[src/rtl/line_decoder_scan.sv]
`default_nettype none
// ============================================================================
// Module   : line_decoder_scan
// Purpose  : Registered N-to-2^N line decoder with a direct select mode and a
//            self-stepping scan mode that holds each line for dwell+1 cycles.
// Revision : 1.0
// ============================================================================
module line_decoder_scan #(
    parameter  int SEL_W   = 3,
    parameter  int DWELL_W = 4,
    localparam int c_OUT_W = 2**SEL_W
) (
    input  logic               clk,
    input  logic               rst_n,
    input  logic               E,
    input  logic               mode,
    input  logic [SEL_W-1:0]   sel,
    input  logic               start,
    input  logic               loop,
    input  logic [DWELL_W-1:0] dwell,
    output logic [c_OUT_W-1:0] D,
    output logic [SEL_W-1:0]   idx,
    output logic               busy,
    output logic               wrap
);

    localparam logic [c_OUT_W-1:0] c_LINE0 = {{(c_OUT_W-1){1'b0}}, 1'b1};
    localparam logic [SEL_W-1:0]   c_LAST  = {SEL_W{1'b1}};

    typedef enum logic [0:0] {
        S_IDLE = 1'b0,
        S_SCAN = 1'b1
    } state_t;

    state_t              r_state;
    logic [c_OUT_W-1:0]  r_d;
    logic [SEL_W-1:0]    r_idx;
    logic [DWELL_W-1:0]  r_dcnt;
    logic                r_wrap;

    logic [c_OUT_W-1:0]  w_sel_line;
    logic [c_OUT_W-1:0]  w_idx_line;
    logic [c_OUT_W-1:0]  w_next_line;

    assign w_sel_line  = E ? (c_LINE0 << sel) : '0;
    assign w_idx_line  = c_LINE0 << r_idx;
    // While a line is shown, r_d is one-hot at r_idx, so the next line is a shift.
    assign w_next_line = {r_d[c_OUT_W-2:0], 1'b0};

    always_ff @(posedge clk or negedge rst_n) begin
        if (!rst_n) begin
            r_state <= S_IDLE;
            r_d     <= '0;
            r_idx   <= '0;
            r_dcnt  <= '0;
            r_wrap  <= 1'b0;
        end else begin
            r_wrap <= 1'b0;
            case (r_state)
                S_IDLE: begin
                    if (!mode) begin
                        r_d <= w_sel_line;
                    end else if (start && E) begin
                        r_state <= S_SCAN;
                        r_idx   <= '0;
                        r_dcnt  <= dwell;
                        r_d     <= c_LINE0;
                    end else begin
                        r_d <= '0;
                    end
                end

                S_SCAN: begin
                    if (!mode) begin
                        r_state <= S_IDLE;
                        r_idx   <= '0;
                        r_d     <= w_sel_line;
                    end else if (!E) begin
                        r_d <= '0;
                    end else if (r_d == '0) begin
                        // Returning from a pause: relight the line without
                        // consuming dwell, so the line still gets dwell+1 lit
                        // E-high cycles in total.
                        r_d <= w_idx_line;
                    end else if (r_dcnt != '0) begin
                        r_dcnt <= r_dcnt - 1'b1;
                    end else if (r_idx != c_LAST) begin
                        r_idx  <= r_idx + 1'b1;
                        r_dcnt <= dwell;
                        r_d    <= w_next_line;
                    end else begin
                        r_wrap <= 1'b1;
                        r_idx  <= '0;
                        if (loop) begin
                            r_dcnt <= dwell;
                            r_d    <= c_LINE0;
                        end else begin
                            r_state <= S_IDLE;
                            r_d     <= '0;
                        end
                    end
                end

                default: begin
                    r_state <= S_IDLE;
                    r_idx   <= '0;
                    r_d     <= '0;
                end
            endcase
        end
    end

    assign D    = r_d;
    assign idx  = r_idx;
    assign busy = (r_state == S_SCAN);
    assign wrap = r_wrap;

endmodule
`default_nettype wire

[config.mk]
export PLATFORM = sky130hd
export DESIGN_NAME = line_decoder_scan
export DESIGN_NICKNAME = d
export VERILOG_FILES = /design/src/rtl/line_decoder_scan.sv
export SDC_FILE = /design/constraint.sdc
export NUM_CORES = 1
export LEC_CHECK = 0
export BUFFER_PORTS_ARGS = -buffer_cell sky130_fd_sc_hd__buf_2
export CAP_MARGIN = 5
export CORE_MARGIN = 5
export CORE_UTILIZATION = 45
export CTS_CLUSTER_DIAMETER = 30
export DETAILED_ROUTE_END_ITERATION = 6
export PLACE_DENSITY_LB_ADDON = 0.1
export SLEW_MARGIN = 20
export SYNTH_ARGS = -nofsm -noshare
export SYNTH_HDL_FRONTEND = slang
export SYNTH_SLANG_ARGS = --single-unit
[constraint.sdc]
create_clock -name clk -period 2.2 [get_ports clk]
set_input_delay 0.11 -clock clk [delete_from_list [all_inputs] [get_ports clk]]
set_output_delay 0.11 -clock clk [all_outputs]
set_load 0.1 [all_outputs]
* After elaboration in Yosys (flattened, before gate mapping)
Index checks and enable logic that the tools add are counted.
** Cells by class
- Shift-type cells :: 2
- Reductions and logical operators :: 5
- Eq/ne operators :: 11
- $add $sub $neg :: 2
- Muxes and demuxes :: 42
- Bitwise logic cells :: 1
** Operators by type and width (count)
- 2-to-1 mux 8 bit :: 7
- 2-to-1 mux 4 bit :: 8
- 2-to-1 mux 3 bit :: 7
- 2-to-1 mux 1 bit :: 16
- one-hot mux 8 bit (2 select lines) :: 1
- << shifter 1 x 3 -> 8 bit (first input constant) :: 2
- inequality test 3 bit (second input constant) :: 4
- inequality test 2 bit (second input constant) :: 5
- zero test 8 bit :: 1
- one-hot mux 4 bit (2 select lines) :: 1
- one-hot mux 3 bit (2 select lines) :: 1
- AND reduction 6 bit :: 1
- inequality test 5 bit (second input constant) :: 1
- AND reduction 5 bit :: 1
- inequality test 4 x 2 -> 1 bit (second input constant) :: 1
- nonzero test 4 bit :: 1
- subtractor 4 x 1 -> 4 bit (second input constant) :: 1
- adder 3 x 1 -> 3 bit (second input constant) :: 1
- one-hot mux 1 bit (2 select lines) :: 1
- logical AND 1 bit :: 1
- NOT 1 bit :: 1
** Word-level totals
- Logic and storage cells :: 68
- Bits in registers :: 17

* Longest topological paths before layout
- Word-level depth :: 7
- Gate-level depth with buffers :: 7
- Depth with buffers taken out :: 7

* Least setup slack after synthesis
OpenSTA, ideal clock, no wires.
- Kind :: flip-flop to flip-flop
- Start point :: register r_idx[0] (netlist: idx[0])
- End point :: register r_dcnt[3]
- Cell stages (with the launch flop) :: 8
- Path slack :: -0.190 ns
- Arrival time :: 2.252 ns
- Period minus slack after synthesis :: 2.390 ns
- Buffers on the path :: 0
- Cells stage by stage :: dfrtp_1 ha_1 ha_1 nand4bb_1 o211a_1 a21boi_2 a21oi_1 a311oi_2
** On the way
- Cells in the longest elaborated chain, start to end :: 7
** RTL lines
- start, declared :: line 37 : logic [SEL_W-1:0] r_idx;
- start signal, assigned :: line 88 : r_idx <= r_idx + 1'b1;
- inequality test 3 bit (*) :: line 87 : end else if (r_idx != c_LAST) begin
- 2-to-1 mux 4 bit :: line 87
- 2-to-1 mux 4 bit :: line 85 : end else if (r_dcnt != '0) begin
- 2-to-1 mux 4 bit :: line 80 : end else if (r_d == '0) begin
- 2-to-1 mux 4 bit :: line 78 : end else if (!E) begin
- 2-to-1 mux 4 bit :: line 74 : if (!mode) begin
- one-hot mux 4 bit (2 select lines) :: line 59 : case (r_state)
- end signal, assigned :: line 66 : r_dcnt <= dwell;
- end signal, assigned :: line 86 : r_dcnt <= r_dcnt - 1'b1;
- end signal, assigned :: line 89 : r_dcnt <= dwell;
- end, declared :: line 38 : logic [DWELL_W-1:0] r_dcnt;
Mark *: on every way between the ends. The rest lies on a longest branch, timed or not. The select of a mux whose other input is x is not followed.
A chain may end at the register's enable or synchronous reset.

* Worst setup path in the final report
Ends and elaborated chain as after synthesis.

==> run_results.csv <==
group,metric,value,unit
synth,synth.most_common_cell,"dfrtp_1",
synth,synth_common_cells,"dfrtp_1 (17), nand2_1 (13), inv_1 (11)",
route,dr.pass1.iters,4,
synth,yosysWarnings,0,
setup_path,crit_fanout,6,
synth,ys.flop_type,"dfrtp_1",
setup_path,crit_type,"flip-flop to flip-flop",
clock_network,max-clock-path-buffers,2,
setup_path,worstRegToRegCells,7,
route,drtAntennaViolNets,0,
power_and_ir_drop,p_total,0.833,mW
synth,yosysTopAreaCell,"dfrtp_1",
power_and_ir_drop,power_frac_seq,47.4,%
clock_network,tritoncts,"done",
synth,syn_avg_cell_area,9.18,um2
setup_path,worst_ep_required_time,2.41,ns
sta,hold_viol,0,
floorplan,rows,19,
floorplan,ioPinCount,26,
sta,holdWs,0.0673,ns
worst_hold_path,hold_depth,3,
clock_network,clk_pin_slew,0.10,ns
route,wl_per_cell,16.0,um
route,drtIter0Drc,75,
power_and_ir_drop,peakVddDrop,426,uV
layout,fillCellCount,259,
floorplan,coreArea,0.00269,mm2
worst_hold_path,worst_hold_startpoint,"dwell[3]",
power_and_ir_drop,p_leak,0.679,nW
clock_network,cts_buffers,3,
layout,layout.nets,184,
placed_design,gp_congestion,0.849,
placed_design,post-place-ws,0.184,ns
clock_network,cts_setup_buffers,0,
sta,report.final.setup_viol,0,
synth,syn_area,0.00124,mm2
power_and_ir_drop,p_int,0.508,mW
floorplan,start_util,46.1,%
floorplan,die-area,0.00390,mm2
synth,postSynthCellCount,135,
synth,synth_fp_nets,156,
route,vias,1159,
placed_design,dp_hpwl,2.30,mm
layout,area_growth,16.3,%
setup_path,cp.arrival,2.19,ns
global_route,antenna_found_initial,0,
synth,async_flop_share,100,%
global_route,grt_pass1_vias,1089,
sta,period_share,89.8,%
floorplan,die_w,62.5,um
job,drv_cap,0,
synth,synth_edf_count,0,
synth,ys_seq_area_share,34.3,%
placed_design,io_buffers,25,
global_route,grt_pass1_wl,5.26,mm
sta,slew_viol_final,0,
layout,antenna_cells,0,
global_route,grt_max_degree,18,
setup_path,rr_startpoint,"idx[0]$_DFFE_PN0P_",
power_and_ir_drop,p_clk_share,20.9,%
power_and_ir_drop,p_comb_share,31.7,%
worst_hold_path,hp-class,"primary input to flip-flop",
setup_path,r2r_end,"r_dcnt[3]$_DFFE_PN0P_",
setup_path,regToRegSetupSlack,0.22,ns
route,totalWireLength,3.08,mm
global_route,gr-usage-all-layers,16.3,%
sta,min_period,1.98,ns
setup_path,cp-end-kind,"flip-flop",
route,drc,0,
power_and_ir_drop,power_density,578,mW/mm2
worst_hold_path,hold_path_end,"r_dcnt[3]$_DFFE_PN0P_",
sta,rsz0062_at_grt,"false",
clock_network,cts_root_buf,"clkbuf_4",
clock_network,worstSkewPairLatency,0.29,ns
run_status,status,"complete, no violations",
layout,drive_above_1_share,25.9,%
floorplan,die_height,62.5,um
synth,synth_area_leaders,"dfrtp_1 (34%), ha_1 (8.1%), nand2_1 (3.9%), nor4_4 (3.4%), inv_1 (3.3%)",
sta,tightest_slew,0.545,ns
global_route,overflow,0,
clock_network,cts.sinks,17,
sta,fin_ws,0.223,ns
setup_path,crit_path_start,"idx[0]$_DFFE_PN0P_",
setup_path,critPathLaunchType,"flip-flop",
sta,setup_tns,0,ns
synth,ys_ff_latch,17,
sta,timing.fmax,0.506,GHz
clock_network,h-tree-depth,1,
power_and_ir_drop,switchingPower,0.324,mW
route,vias_per_cell,6.01,
power_and_ir_drop,p_sw_share,38.9,%
sta,worst_slew_margin_rel,63.4,%
sta,fin_worst_skew,0.00222,ns
synth,yosysUniqueCellTypes,44,
synth,yosysTopAreaCellShare,34.3,%
[power groups by stage]
| stage | Combinational, mW | Clock [mW] | Sequential (mW) |
|---|---|---|---|
| after detailed placement | 0.260 | 0 | 0.399 |
| after CTS | 0.262 | 0.182 | 0.393 |
| after floorplan | 0.143 | 0 | 0.445 |
| after global placement | 0.259 | 0 | 0.397 |
| final | 0.264 | 0.174 | 0.394 |
| after global routing | 0.292 | 0.192 | 0.403 |
[layout make-up]
class / count / area [um2] / share of cell area (%)
clock buffers: 4 / 26.3 / 1.82
inverters: 11 / 41.3 / 2.87
multi-input cells: 103 / 762 / 52.9
flip-flops and latches: 17 / 429 / 29.8
well taps: 31 / 38.8 / 2.69
repair buffers: 27 / 143 / 9.90
[layer usage]
metal,global-route usage (%),share of wire [%]
met2,23.6,44
met4,5.57,1.4
met1,24.1,47
met3,2.70,6.6
met5,0,0
[logic make-up (layout without fill, tap and decap cells)]
family                     count (synthesis)  in the layout  synth area share (%)
and+or+nand+nor                           52             52                  25.4
AOI/OAI and AO/OA                         39             39                  23.9
DFF                                       17             17                  34.3
buffers and inverters                     15             42                  4.75
adders and majority gates                  8              8                  8.08
muxes                                      4              4                  3.54
[how the worst max path moves through the flow]
stage                            endpoint  slack, ns  cells past startpoint
CTS                 r_dcnt[3]$_DFFE_PN0P_       0.17                      7
global placement    r_dcnt[3]$_DFFE_PN0P_       0.31                      7
floorplan                D[4]$_DFFE_PN0P_       0.04                      6
finish              r_dcnt[3]$_DFFE_PN0P_       0.22                      7
detailed placement  r_dcnt[3]$_DFFE_PN0P_       0.18                      7
global route        r_dcnt[3]$_DFFE_PN0P_       0.05                      7
[stage by stage]
stage          cell area [um2]  std cells  utilization (%)
6_report                  1440        193             53.6
5_1_grt                   1440        193             53.6
4_1_cts                   1430        193             53.3
3_5_place_dp              1400        188             52.0
3_3_place_gp              1400        188             52.0
2_1_floorplan             1240        135                -
[critical path, stage by stage, from the launching register on]
cell,delay [ns]
dfrtp_2,0.46
ha_1,0.26
ha_1,0.26
nand4bb_1,0.12
o211a_1,0.19
a21boi_4,0.26
a21oi_1,0.11
a311oi_2,0.24
[registers in the layout, summed over array words and instances (netlist names)]
register,flops
D,8
busy,1
idx,3
r_dcnt,4
wrap,1
[cells in the final DEF (no fill, tap or decap), drive strengths merged, types with 3 or more instances in the layout]
cell type,n
mux2,3
ha,8
nand4,3
clkbuf,4
buf,26
nand3,5
and3,3
nand2,14
inv,11
o211ai,4
o21ai,9
a21oi,7
nor2,9
dfrtp,17
nor3,4
[what timing repair did]
action / CTS / global route
hold buffers: 1 / 0
endpoints found under the setup margin: 0 / 1
hold endpoints to repair: 17 / 0
gates resized for setup: 0 / 1
(Power assumes the default switching activity.)
